## src/rtl/exec_pkg.sv

```systemverilog
// Shared types and constants for the Execute stage: ALU opcodes, MUL FSM
// states, ARM condition codes and the MUL opcode match pattern.
package exec_pkg;

  typedef enum logic [1:0] {
    ADD = 2'b00,
    SUB = 2'b01,
    AND = 2'b10,
    ORR = 2'b11
  } alu_op_t;

  typedef enum logic [1:0] {
    IDLE = 2'b00,
    BUSY = 2'b01,
    DONE = 2'b10
  } mul_state_t;

  localparam logic [3:0] EQ = 4'b0000;
  localparam logic [3:0] NE = 4'b0001;
  localparam logic [3:0] CS = 4'b0010;
  localparam logic [3:0] CC = 4'b0011;
  localparam logic [3:0] MI = 4'b0100;
  localparam logic [3:0] PL = 4'b0101;
  localparam logic [3:0] VS = 4'b0110;
  localparam logic [3:0] VC = 4'b0111;
  localparam logic [3:0] HI = 4'b1000;
  localparam logic [3:0] LS = 4'b1001;
  localparam logic [3:0] GE = 4'b1010;
  localparam logic [3:0] LT = 4'b1011;
  localparam logic [3:0] GT = 4'b1100;
  localparam logic [3:0] LE = 4'b1101;
  localparam logic [3:0] AL = 4'b1110;

  // MUL encoding: Instr[27:22] and Instr[7:4]
  localparam logic [5:0] MUL_OP_HI = 6'b000000;
  localparam logic [3:0] MUL_OP_LO = 4'b1001;

  function automatic logic is_mul_instr(input logic [5:0] op_hi, input logic [3:0] op_lo);
    return (op_hi == MUL_OP_HI) && (op_lo == MUL_OP_LO);
  endfunction

endpackage

```

## src/rtl/exec_stage_mul_iter.sv

```systemverilog
// Iterative shift-add multiplier with IDLE/BUSY/DONE control. Retires
// MUL_BITS multiplier bits per BUSY cycle; only the low 32 product bits kept.
module mul_iter
  import exec_pkg::*;
#(
  parameter int MUL_BITS = 1
) (
  input  logic        clk,
  input  logic        reset,
  input  logic        flush_e,
  input  logic        advance_e,
  input  logic        start,
  input  logic [31:0] op_a,
  input  logic [31:0] op_b,
  output logic [31:0] product,
  output logic        stall_req,
  output logic        mul_busy,
  output logic        mul_done
);

  localparam int N = 32 / MUL_BITS;
  localparam logic [5:0] CNT_LAST = 6'(N - 1);

  mul_state_t  state_r;
  mul_state_t  state_nxt_s;
  logic [31:0] a_r;
  logic [31:0] b_r;
  logic [31:0] acc_r;
  logic [5:0]  cnt_r;
  logic [31:0] partial_s;

  // State register
  always_ff @(posedge clk) begin
    if (reset) begin
      state_r <= IDLE;
    end else begin
      state_r <= state_nxt_s;
    end
  end

  // Next-state logic; reset or flush forces IDLE from any state
  always_comb begin
    state_nxt_s = state_r;
    if (reset || flush_e) begin
      state_nxt_s = IDLE;
    end else begin
      case (state_r)
        IDLE:    state_nxt_s = start ? BUSY : IDLE;
        BUSY:    state_nxt_s = (cnt_r == CNT_LAST) ? DONE : BUSY;
        DONE:    state_nxt_s = advance_e ? IDLE : DONE;
        default: state_nxt_s = IDLE;
      endcase
    end
  end

  // Outputs; the issue cycle already stalls so the MUL cannot retire early
  always_comb begin
    stall_req = 1'b0;
    mul_busy  = 1'b0;
    mul_done  = 1'b0;
    if (reset || flush_e) begin
      stall_req = 1'b0;
    end else begin
      case (state_r)
        IDLE:    stall_req = start;
        BUSY: begin
          stall_req = 1'b1;
          mul_busy  = 1'b1;
        end
        DONE:    mul_done = 1'b1;
        default: stall_req = 1'b0;
      endcase
    end
  end

  // Partial product for the MUL_BITS low multiplier bits of this step
  always_comb begin
    partial_s = 32'd0;
    for (int i = 0; i < MUL_BITS; i++) begin
      partial_s = partial_s + (b_r[i] ? (a_r << i) : 32'd0);
    end
  end

  // Operand capture at issue, then shift-add accumulation while BUSY
  always_ff @(posedge clk) begin
    if (reset || flush_e) begin
      acc_r <= 32'd0;
      cnt_r <= 6'd0;
    end else if ((state_r == IDLE) && start) begin
      a_r   <= op_a;
      b_r   <= op_b;
      acc_r <= 32'd0;
      cnt_r <= 6'd0;
    end else if (state_r == BUSY) begin
      acc_r <= acc_r + partial_s;
      a_r   <= a_r << MUL_BITS;
      b_r   <= b_r >> MUL_BITS;
      cnt_r <= cnt_r + 6'd1;
    end else begin
      acc_r <= acc_r;
      cnt_r <= cnt_r;
    end
  end

  assign product = acc_r;

endmodule

```

## src/rtl/exec_stage.sv

```systemverilog
// Execute stage: operand forwarding, ALU, condition check against the NZCV
// register, flag update on retire, and the iterative MUL unit.
module exec_stage
  import exec_pkg::*;
#(
  parameter int MUL_BITS = 1
) (
  input  logic        clk,
  input  logic        reset,
  input  logic        flush_e,
  input  logic        advance_e,
  input  logic        valid_e,
  input  logic [31:0] RD1E,
  input  logic [31:0] RD2E,
  input  logic [31:0] ExtendE,
  input  logic [31:0] InstrE,
  input  logic [31:0] ALUResultM,
  input  logic [31:0] ResultW,
  input  logic [1:0]  ForwardAE,
  input  logic [1:0]  ForwardBE,
  input  logic        ALUSrcE,
  input  logic [1:0]  ALUControlE,
  input  logic [1:0]  FlagWriteE,
  output logic [31:0] ALUResultE,
  output logic [31:0] WriteDataE,
  output logic        CondExE,
  output logic [3:0]  FlagsE,
  output logic        stall_req,
  output logic        mul_busy
);

  logic [31:0] src_a_s;
  logic [31:0] fwd_b_s;
  logic [31:0] src_b_s;
  alu_op_t     alu_op_s;
  logic [31:0] b_in_s;
  logic [32:0] sum_s;
  logic [31:0] alu_res_s;
  logic        alu_c_s;
  logic        alu_v_s;
  logic        cond_pass_s;
  logic        is_mul_s;
  logic        mul_start_s;
  logic        mul_done_s;
  logic [31:0] product_s;
  logic        retire_s;
  logic [3:0]  flags_r;
  logic [3:0]  flags_nxt_s;
  logic        flag_n_s, flag_z_s, flag_c_s, flag_v_s;
  logic        unused_instr_s;

  assign unused_instr_s = ^{InstrE[21:8], InstrE[3:0]};
  assign {flag_n_s, flag_z_s, flag_c_s, flag_v_s} = flags_r;

  // Operand forwarding; 11 falls back to the register file
  always_comb begin
    case (ForwardAE)
      2'b10:   src_a_s = ALUResultM;
      2'b01:   src_a_s = ResultW;
      default: src_a_s = RD1E;
    endcase
    case (ForwardBE)
      2'b10:   fwd_b_s = ALUResultM;
      2'b01:   fwd_b_s = ResultW;
      default: fwd_b_s = RD2E;
    endcase
    src_b_s = ALUSrcE ? ExtendE : fwd_b_s;
  end

  assign WriteDataE = fwd_b_s;

  // ALU: SUB is A + ~B + 1 so carry and overflow share the adder path
  always_comb begin
    alu_op_s  = alu_op_t'(ALUControlE);
    b_in_s    = src_b_s;
    sum_s     = 33'd0;
    alu_res_s = 32'd0;
    alu_c_s   = 1'b0;
    alu_v_s   = 1'b0;
    case (alu_op_s)
      ADD, SUB: begin
        b_in_s    = (alu_op_s == SUB) ? ~src_b_s : src_b_s;
        sum_s     = {1'b0, src_a_s} + {1'b0, b_in_s} + {32'd0, (alu_op_s == SUB)};
        alu_res_s = sum_s[31:0];
        alu_c_s   = sum_s[32];
        alu_v_s   = (src_a_s[31] == b_in_s[31]) && (alu_res_s[31] != src_a_s[31]);
      end
      AND:     alu_res_s = src_a_s & src_b_s;
      ORR:     alu_res_s = src_a_s | src_b_s;
      default: alu_res_s = 32'd0;
    endcase
  end

  // ARM condition decode against the current flags; 1111 never passes
  always_comb begin
    case (InstrE[31:28])
      EQ:      cond_pass_s = flag_z_s;
      NE:      cond_pass_s = !flag_z_s;
      CS:      cond_pass_s = flag_c_s;
      CC:      cond_pass_s = !flag_c_s;
      MI:      cond_pass_s = flag_n_s;
      PL:      cond_pass_s = !flag_n_s;
      VS:      cond_pass_s = flag_v_s;
      VC:      cond_pass_s = !flag_v_s;
      HI:      cond_pass_s = flag_c_s && !flag_z_s;
      LS:      cond_pass_s = !flag_c_s || flag_z_s;
      GE:      cond_pass_s = (flag_n_s == flag_v_s);
      LT:      cond_pass_s = (flag_n_s != flag_v_s);
      GT:      cond_pass_s = !flag_z_s && (flag_n_s == flag_v_s);
      LE:      cond_pass_s = flag_z_s || (flag_n_s != flag_v_s);
      AL:      cond_pass_s = 1'b1;
      default: cond_pass_s = 1'b0;
    endcase
  end

  assign CondExE     = cond_pass_s & valid_e;
  assign is_mul_s    = is_mul_instr(InstrE[27:22], InstrE[7:4]);
  assign mul_start_s = CondExE & is_mul_s;

  mul_iter #(
    .MUL_BITS (MUL_BITS)
  ) u_mul_iter (
    .clk       (clk),
    .reset     (reset),
    .flush_e   (flush_e),
    .advance_e (advance_e),
    .start     (mul_start_s),
    .op_a      (src_a_s),
    .op_b      (src_b_s),
    .product   (product_s),
    .stall_req (stall_req),
    .mul_busy  (mul_busy),
    .mul_done  (mul_done_s)
  );

  assign ALUResultE = mul_done_s ? product_s : alu_res_s;
  assign retire_s   = advance_e & valid_e & CondExE & ~stall_req;

  // Candidate flags; a MUL never touches C and V
  always_comb begin
    flags_nxt_s = flags_r;
    if (FlagWriteE[1]) begin
      flags_nxt_s[3:2] = {ALUResultE[31], (ALUResultE == 32'd0)};
    end else begin
      flags_nxt_s[3:2] = flags_r[3:2];
    end
    if (FlagWriteE[0] && !is_mul_s) begin
      flags_nxt_s[1:0] = {alu_c_s, alu_v_s};
    end else begin
      flags_nxt_s[1:0] = flags_r[1:0];
    end
  end

  // NZCV register: cleared by reset, loaded only when an instruction retires
  always_ff @(posedge clk) begin
    if (reset) begin
      flags_r <= 4'b0000;
    end else if (retire_s && !flush_e) begin
      flags_r <= flags_nxt_s;
    end else begin
      flags_r <= flags_r;
    end
  end

  assign FlagsE = flags_r;

endmodule
```

## config.mk

```make
export PLATFORM = sky130hd
export DESIGN_NAME = exec_stage
export DESIGN_NICKNAME = d
export VERILOG_FILES = /design/src/rtl/exec_pkg.sv /design/src/rtl/exec_stage_mul_iter.sv /design/src/rtl/exec_stage.sv
export SDC_FILE = /design/constraint.sdc
export NUM_CORES = 1
export LEC_CHECK = 0
export BUFFER_PORTS_ARGS = -buffer_cell sky130_fd_sc_hd__buf_2
export CAP_MARGIN = 20
export CORE_MARGIN = 2
export CORE_UTILIZATION = 56
export DETAILED_ROUTE_END_ITERATION = 6
export GPL_TIMING_DRIVEN = 0
export PLACE_DENSITY = 0.82
export REMOVE_ABC_BUFFERS = 1
export SLEW_MARGIN = 5
export SYNTH_ARGS = -nofsm -noshare
export SYNTH_HDL_FRONTEND = slang
export SYNTH_HIERARCHICAL = 1
export SYNTH_SLANG_ARGS = --single-unit
```

## constraint.sdc

```tcl
create_clock -name clk -period 9.9 [get_ports clk]
set_clock_uncertainty 0.2 [all_clocks]
set_input_delay 0 -clock clk [delete_from_list [all_inputs] [get_ports clk]]
set_output_delay 0 -clock clk [all_outputs]
set_load 0.05 [all_outputs]
```

==> results of run 1 <==
## Yosys cell counts, types with 38 or more instances
| cell | count |
|---|---|
| dfxtp_1 | 44 |
| and2_1 | 38 |
| ha_1 | 67 |
| o21ai_0 | 103 |
| nand2_1 | 158 |
| a21oi_1 | 94 |
| clkbuf_1 | 62 |
| xnor2_1 | 56 |
| mux2_2 | 88 |
| a22oi_1 | 63 |
| edfxtp_1 | 64 |
| nor2_1 | 53 |
## state kept, by name, indices dropped and copies added (netlist names)
name and cells:
u_mul_iter/a_r 32, u_mul_iter/state_r 2, u_mul_iter/cnt_r 6, FlagsE 4, u_mul_iter/b_r 32, u_mul_iter/product 32
## through the flow
step                power [W]  instances  cell area, um2  setup TNS [ns]  setup WS, ns
floorplan             0.00110       1243           10800               0         0.968
global placement      0.00132       1766           12400         -124.19         -1.65
detailed placement    0.00133       1790           12700               0          4.08
CTS                   0.00172       1852           13500               0          4.35
global route          0.00181       1853           13500               0          3.87
finish                0.00174       1853           13500               0          4.27
## placed cells by master (no fill, tap or decap), types with 25 or more instances in the layout
cell	instances
xnor2_1	56
and2_1	38
edfxtp_1	64
maj3_1	29
dlygate4sd3_1	46
nor2_1	53
o21ai_0	103
buf_2	259
a21o_1	25
a21oi_1	94
inv_1	28
a22oi_1	63
dfxtp_1	44
ha_1	65
mux2_2	88
nand2_1	158
## worst min path at each step
stage	startpoint	endpoint	cells after the start
after floorplan	reset	FlagsE[1]	1
after global placement	flush_e	u_mul_iter/state_r[0]	2
after detailed placement	flush_e	u_mul_iter/state_r[0]	2
after CTS	RD1E[0]	u_mul_iter/a_r[0]	4
after global routing	RD1E[24]	u_mul_iter/a_r[24]	4
final	FlagWriteE[1]	FlagsE[2]	4
## worst max-delay path, cell delays in order
cell	delay [ns]
buf_2	0.09
inv_1	0.04
ha_2	0.93
o21ai_0	0.50
ha_1	0.55
nand2_1	0.18
or3_1	0.35
or4_1	0.51
o211a_1	0.16
a211o_1	0.37
a211oi_1	0.35
o21ai_0	0.23
mux2i_1	0.17
a41oi_1	0.49
mux2i_1	0.13
nor2_1	0.11
dlygate4sd3_1	0.55
## metal layers
metal	share of wire (%)	vias up
li1	-	5524
met1	42	5565
met2	46	641
met3	9.6	83
met4	3.0	0
met5	0	-
## cell type report
| class | instances | area, um2 | area share (%) |
|---|---|---|---|
| Tap cell | 265 | 332 | 2.46 |
| Clock buffer | 9 | 225 | 1.67 |
| Timing Repair Buffer | 329 | 2050 | 15.2 |
| Multi-Input combinational cell | 1107 | 7910 | 58.6 |
| Clock inverter | 7 | 81.3 | 0.602 |
| Inverter | 28 | 105 | 0.778 |
| Sequential cell | 108 | 2800 | 20.8 |
## cell families after synthesis
family                     after synthesis  synth area share (%)
AOI/OAI and AO/OA                      437                  26.4
and+or+nand+nor                        397                  17.7
DFF                                    108                  25.1
xor gates and xnor gates                77                  6.03
buffers and inverters                  110                  4.48
muxes                                   98                  9.87
adders and majority gates               98                  10.5
## report_power, final
group	switching, W	leakage (nW)	internal (W)
registers	0.000000188	0.917	0.000470
clock network	0.000181	0.153	0.000201
logic	0.000597	4.52	0.000295
total	0.000778	5.59	0.000966
==> flow_metrics.env, run 1 <==
export IMPL_yosys_top_cells_area="edfxtp_1, mux2_2, dfxtp_1"
export IMPL_clock_path_buffers=2
export IMPL_fin_crit_ns=5.63
export IMPL_nets=1858
export IMPL_ys_types=92
export IMPL_cp_required_ns=10.01
export IMPL_r2r_start="u_mul_iter/state_r[1]"
export IMPL_r2r_slack_ns=5.02
export IMPL_drc=4
export IMPL_postLayoutCoreUtil_pct=69.2
export IMPL_cp_max_fo=64
export IMPL_path_clk_slew_ns=0.08
export IMPL_cp_end_kind="flop"
export IMPL_crit_start="ForwardAE[0]"
export IMPL_violations="design-rule violations"
export IMPL_syn_mean_instance_area_um2=8.44
export IMPL_port_buffers=258
export IMPL_fp_dieW_um=145
export IMPL_cts_root_buf="clkbuf_16"
export IMPL_rsz0062_at_grt="false"
export IMPL_cts_sinks=108
export IMPL_cap_viol_max_count=0
export IMPL_cts_buffers=9
export IMPL_vias=11813
export IMPL_drt_vias_per_instance=6.38
export IMPL_antenna_found_initial=0
export IMPL_power_density_mw_per_mm2=129
export IMPL_fin_hold_ws_ns=0.00128
export IMPL_globalplace_congestion=1.00
export IMPL_hp_class="in -> reg"
export IMPL_finalMaxSlewViolations=0
export IMPL_drive_above_1_share_pct=27.2
export IMPL_cp_start_kind="input port"
export IMPL_cts_tree="built"
export IMPL_die_area_mm2=0.0211
export IMPL_grt_usage_pct=32.9
export IMPL_ys_flop_type="edfxtp_1"
export IMPL_initial_core_util_pct=57.3
export IMPL_wl_um=36800
export IMPL_h_tree_depth=3
export IMPL_wl_per_cell_um=19.8
export IMPL_dp_hpwl_um=27700
export IMPL_grt_busiest_layer="met2"
export IMPL_num_antenna_cells=0
export IMPL_path_class="in -> reg"
export IMPL_setup_viol=0
export IMPL_maxSlewHeadroom_pct=26.9
export IMPL_grt_pass1_vias=10827
export IMPL_placementRows=51
export IMPL_crit_arrival_ns=5.74
export IMPL_yosys_warnings=6
export IMPL_fillers=1586
export IMPL_die_h_um=145
export IMPL_tightest_slew_ns=1.10
export IMPL_dr_pass1_iters=7
export IMPL_yosysTopAreaCellShare_pct=17.2
export IMPL_finalHoldViolCount=0
export IMPL_boundaryPins=277
export IMPL_core_mm2=0.0195
export IMPL_reg2regPathDepth=12
export IMPL_max_freq_mhz=178
export IMPL_cp_endpoint="FlagsE[3]"
export IMPL_synth_edf_count=64
export IMPL_outcome="finished with violations"
export IMPL_grt_max_degree=65
export IMPL_grt_pass1_wl_um=56600
export IMPL_yosys_area_top_type="edfxtp_1"
export IMPL_dr_first_iter_drc_count=1320
export IMPL_p_leak_nw=5.59
export IMPL_ant_nets=0
export IMPL_clk_latency_ns=0.36
export IMPL_cts_setup_buffers=0
export IMPL_timing_final_crit_share_pct=56.8
export IMPL_ir_drop_v=0.0000855
export IMPL_syn_cell_area_mm2=0.0112
export IMPL_ctsResizeCount=0
export IMPL_area_delta_synth_final_pct=20.8
export IMPL_synth_seq_cells=108
export IMPL_use_met3_pct=3.27
export IMPL_ys_seq_area_share_pct=25.1
export IMPL_r2r_end="FlagsE[2]"
export IMPL_synthArstFlopShare_pct=0
export IMPL_grt_use_met1_pct=45.6
export IMPL_syn_inst=1325
export IMPL_overflow=0
export IMPL_ctsHoldBuffers=46
export IMPL_grt_use_met2_pct=54.1
No activity file was read; power rests on OpenSTA's default activity.
==> inputs of run 2 (changes only) <==
- clock period: 9.9 -> 5.9 ns (I/O delays scaled with it)
==> run 2 against run 1 <==
Net effect:
- the flow now finishes without violations
- highest routed layer unchanged
- die area unchanged
- clock power is 68% higher
- wire length is essentially flat
- largest cell class unchanged
- critical path type unchanged
- critical endpoint is now FlagsE[2]
==> flow_metrics.env, run 2 (synthesis results as in run 1) <==
export IMPL_outcome="finished clean"
export IMPL_holdPathStages=4
export IMPL_initial_core_util_pct=57.3
export IMPL_num_antenna_cells=0
export IMPL_hp_class="in -> reg"
export IMPL_port_buffers=258
export IMPL_r2r_slack_ns=1.05
export IMPL_max_freq_mhz=181
export IMPL_cap_viol_max_count=0
export IMPL_p_leak_nw=5.59
export IMPL_ir_drop_v=0.000144
export IMPL_grt_usage_pct=32.9
export IMPL_comb_power_share_pct=51.2
export IMPL_rsz0062_at_grt="false"
export IMPL_wl_um=36700
export IMPL_final_cell_mix="buf_2, nand2_1, o21ai_0, a21oi_1, mux2_2"
export IMPL_reg2regPathDepth=11
export IMPL_cp_required_ns=6.00
export IMPL_path_clk_slew_ns=0.08
export IMPL_finalMaxSlewViolations=0
export IMPL_power_density_mw_per_mm2=217
export IMPL_sequentialPowerShare_pct=26.9
export IMPL_cts_sinks=108
export IMPL_crit_start="ForwardBE[0]"
export IMPL_clk_latency_ns=0.36
export IMPL_final_area_mm2=0.0135
export IMPL_timing_final_crit_share_pct=93.6
export IMPL_cts_buffers=9
export IMPL_clock_path_buffers=2
export IMPL_cts_setup_buffers=0
export IMPL_setup_viol=0
export IMPL_core_mm2=0.0195
export IMPL_cts_tree="built"
export IMPL_wl_per_cell_um=19.8
export IMPL_grt_max_degree=65
export IMPL_ant_nets=0
export IMPL_drt_vias_per_instance=6.40
export IMPL_grt_pass1_wl_um=56600
export IMPL_antenna_found_initial=0
export IMPL_die_h_um=145
export IMPL_fp_dieW_um=145
export IMPL_fin_crit_ns=5.52
export IMPL_crit_arrival_ns=5.62
export IMPL_grt_pass1_vias=10827
export IMPL_r2r_start="u_mul_iter/state_r[1]"
export IMPL_cts_root_buf="clkbuf_16"
export IMPL_drive_above_1_share_pct=27.3
export IMPL_cp_max_fo=46
export IMPL_boundaryPins=277
export IMPL_h_tree_depth=3
export IMPL_tightest_slew_ns=1.12
export IMPL_worstHoldEndpoint="FlagsE[2]"
export IMPL_hp_start="FlagWriteE[1]"
export IMPL_maxSlewHeadroom_pct=25.6
export IMPL_dpl_cell_area_mm2=0.0127
export IMPL_overflow=0
export IMPL_path_class="in -> reg"
export IMPL_nets=1858
export IMPL_cp_end_kind="flop"
export IMPL_power_frac_clock_pct=21.9
export IMPL_swShare_pct=44.6
export IMPL_r2r_end="FlagsE[2]"
export IMPL_finalHoldViolCount=0
export IMPL_dr_pass1_iters=6
export IMPL_power_net_switching_w=0.00130
export IMPL_fillers=1585
export IMPL_placementRows=51
export IMPL_p_total_w=0.00293
export IMPL_cp_start_kind="input port"
export IMPL_area_delta_synth_final_pct=20.9
export IMPL_intPower_w=0.00162
export IMPL_globalplace_congestion=1.00
export IMPL_dp_hpwl_um=27700
export IMPL_final_common_cell="buf_2"
export IMPL_drc=0
export IMPL_dr_first_iter_drc_count=1294
export IMPL_vias=11861
export IMPL_die_area_mm2=0.0211
run 2: cell types whose count changed in the layout (fill, tap and decap cells not counted):
cell and delta:
a41oi_1 -1, a41oi_2 +1, ha_2 -1, ha_4 +1
run 2: stage by stage:
stage / TNS (ns) / setup slack [ns] / util (%) / hold slack [ns] / std cells
2_1_floorplan: -401.93 / -3.03 / - / -0.131 / 1243
3_3_place_gp: -869.81 / -5.65 / 63.6 / 0.0454 / 1766
3_5_place_dp: 0 / 0.0809 / 65.1 / 0.0726 / 1790
4_1_cts: 0 / 0.346 / 69.0 / 0.00356 / 1852
5_1_grt: 0 / 0.0514 / 69.2 / 0.0558 / 1853
6_report: 0 / 0.379 / 69.2 / 0.00139 / 1853
run 2: cell type report:
type / instances / area [um2] / share of cell area (%)
clock buffers: 9 / 225 / 1.67
clock inverters: 7 / 81.3 / 0.602
flip-flops and latches: 108 / 2800 / 20.7
repair buffers: 329 / 2050 / 15.2
well taps: 265 / 332 / 2.45
inverters: 28 / 105 / 0.777
multi-input cells: 1107 / 7920 / 58.6
run 2: worst max-delay path by stage:
stage	to
2_1_floorplan	u_mul_iter/a_r[0]
3_3_place_gp	u_mul_iter/b_r[8]
3_5_place_dp	FlagsE[2]
4_1_cts	FlagsE[3]
5_1_grt	FlagsE[3]
6_report	FlagsE[2]
run 2: power groups by stage:
stage | registers [W] | clock network (W) | logic [W]
finish | 0.000789 | 0.000641 | 0.00150
detailed placement | 0.000806 | 0 | 0.00142
global route | 0.000789 | 0.000667 | 0.00159
floorplan | 0.000807 | 0 | 0.00104
global placement | 0.000806 | 0 | 0.00140
CTS | 0.000789 | 0.000647 | 0.00145
run 2: worst max-delay path: stages:
cell,delay (ns)
buf_2,0.09
inv_1,0.04
ha_2,0.43
buf_12,0.24
a221oi_1,0.29
a21oi_1,0.11
mux2_2,0.33
xnor2_1,0.15
ha_1,0.40
nand2_1,0.19
or3_1,0.36
or4_1,0.51
o211a_1,0.16
a211o_1,0.37
a21o_1,0.21
a211o_1,0.29
or4b_1,0.55
nor4_2,0.21
or4b_1,0.54
o21ai_1,0.14
run 2: metal layers:
layer / track usage, % / up-vias / share of wire [%]
li1: - / 5519 / -
met1: 45.6 / 5589 / 42
met2: 54.1 / 677 / 45
met3: 3.27 / 76 / 9.8
met4: 10.9 / 0 / 2.9
met5: 0 / - / 0
run 2: timing repair:
item	CTS	global route
hold endpoints to repair	42	0
hold buffers	46	0
endpoints found under the setup margin	0	1
resized for setup	0	2
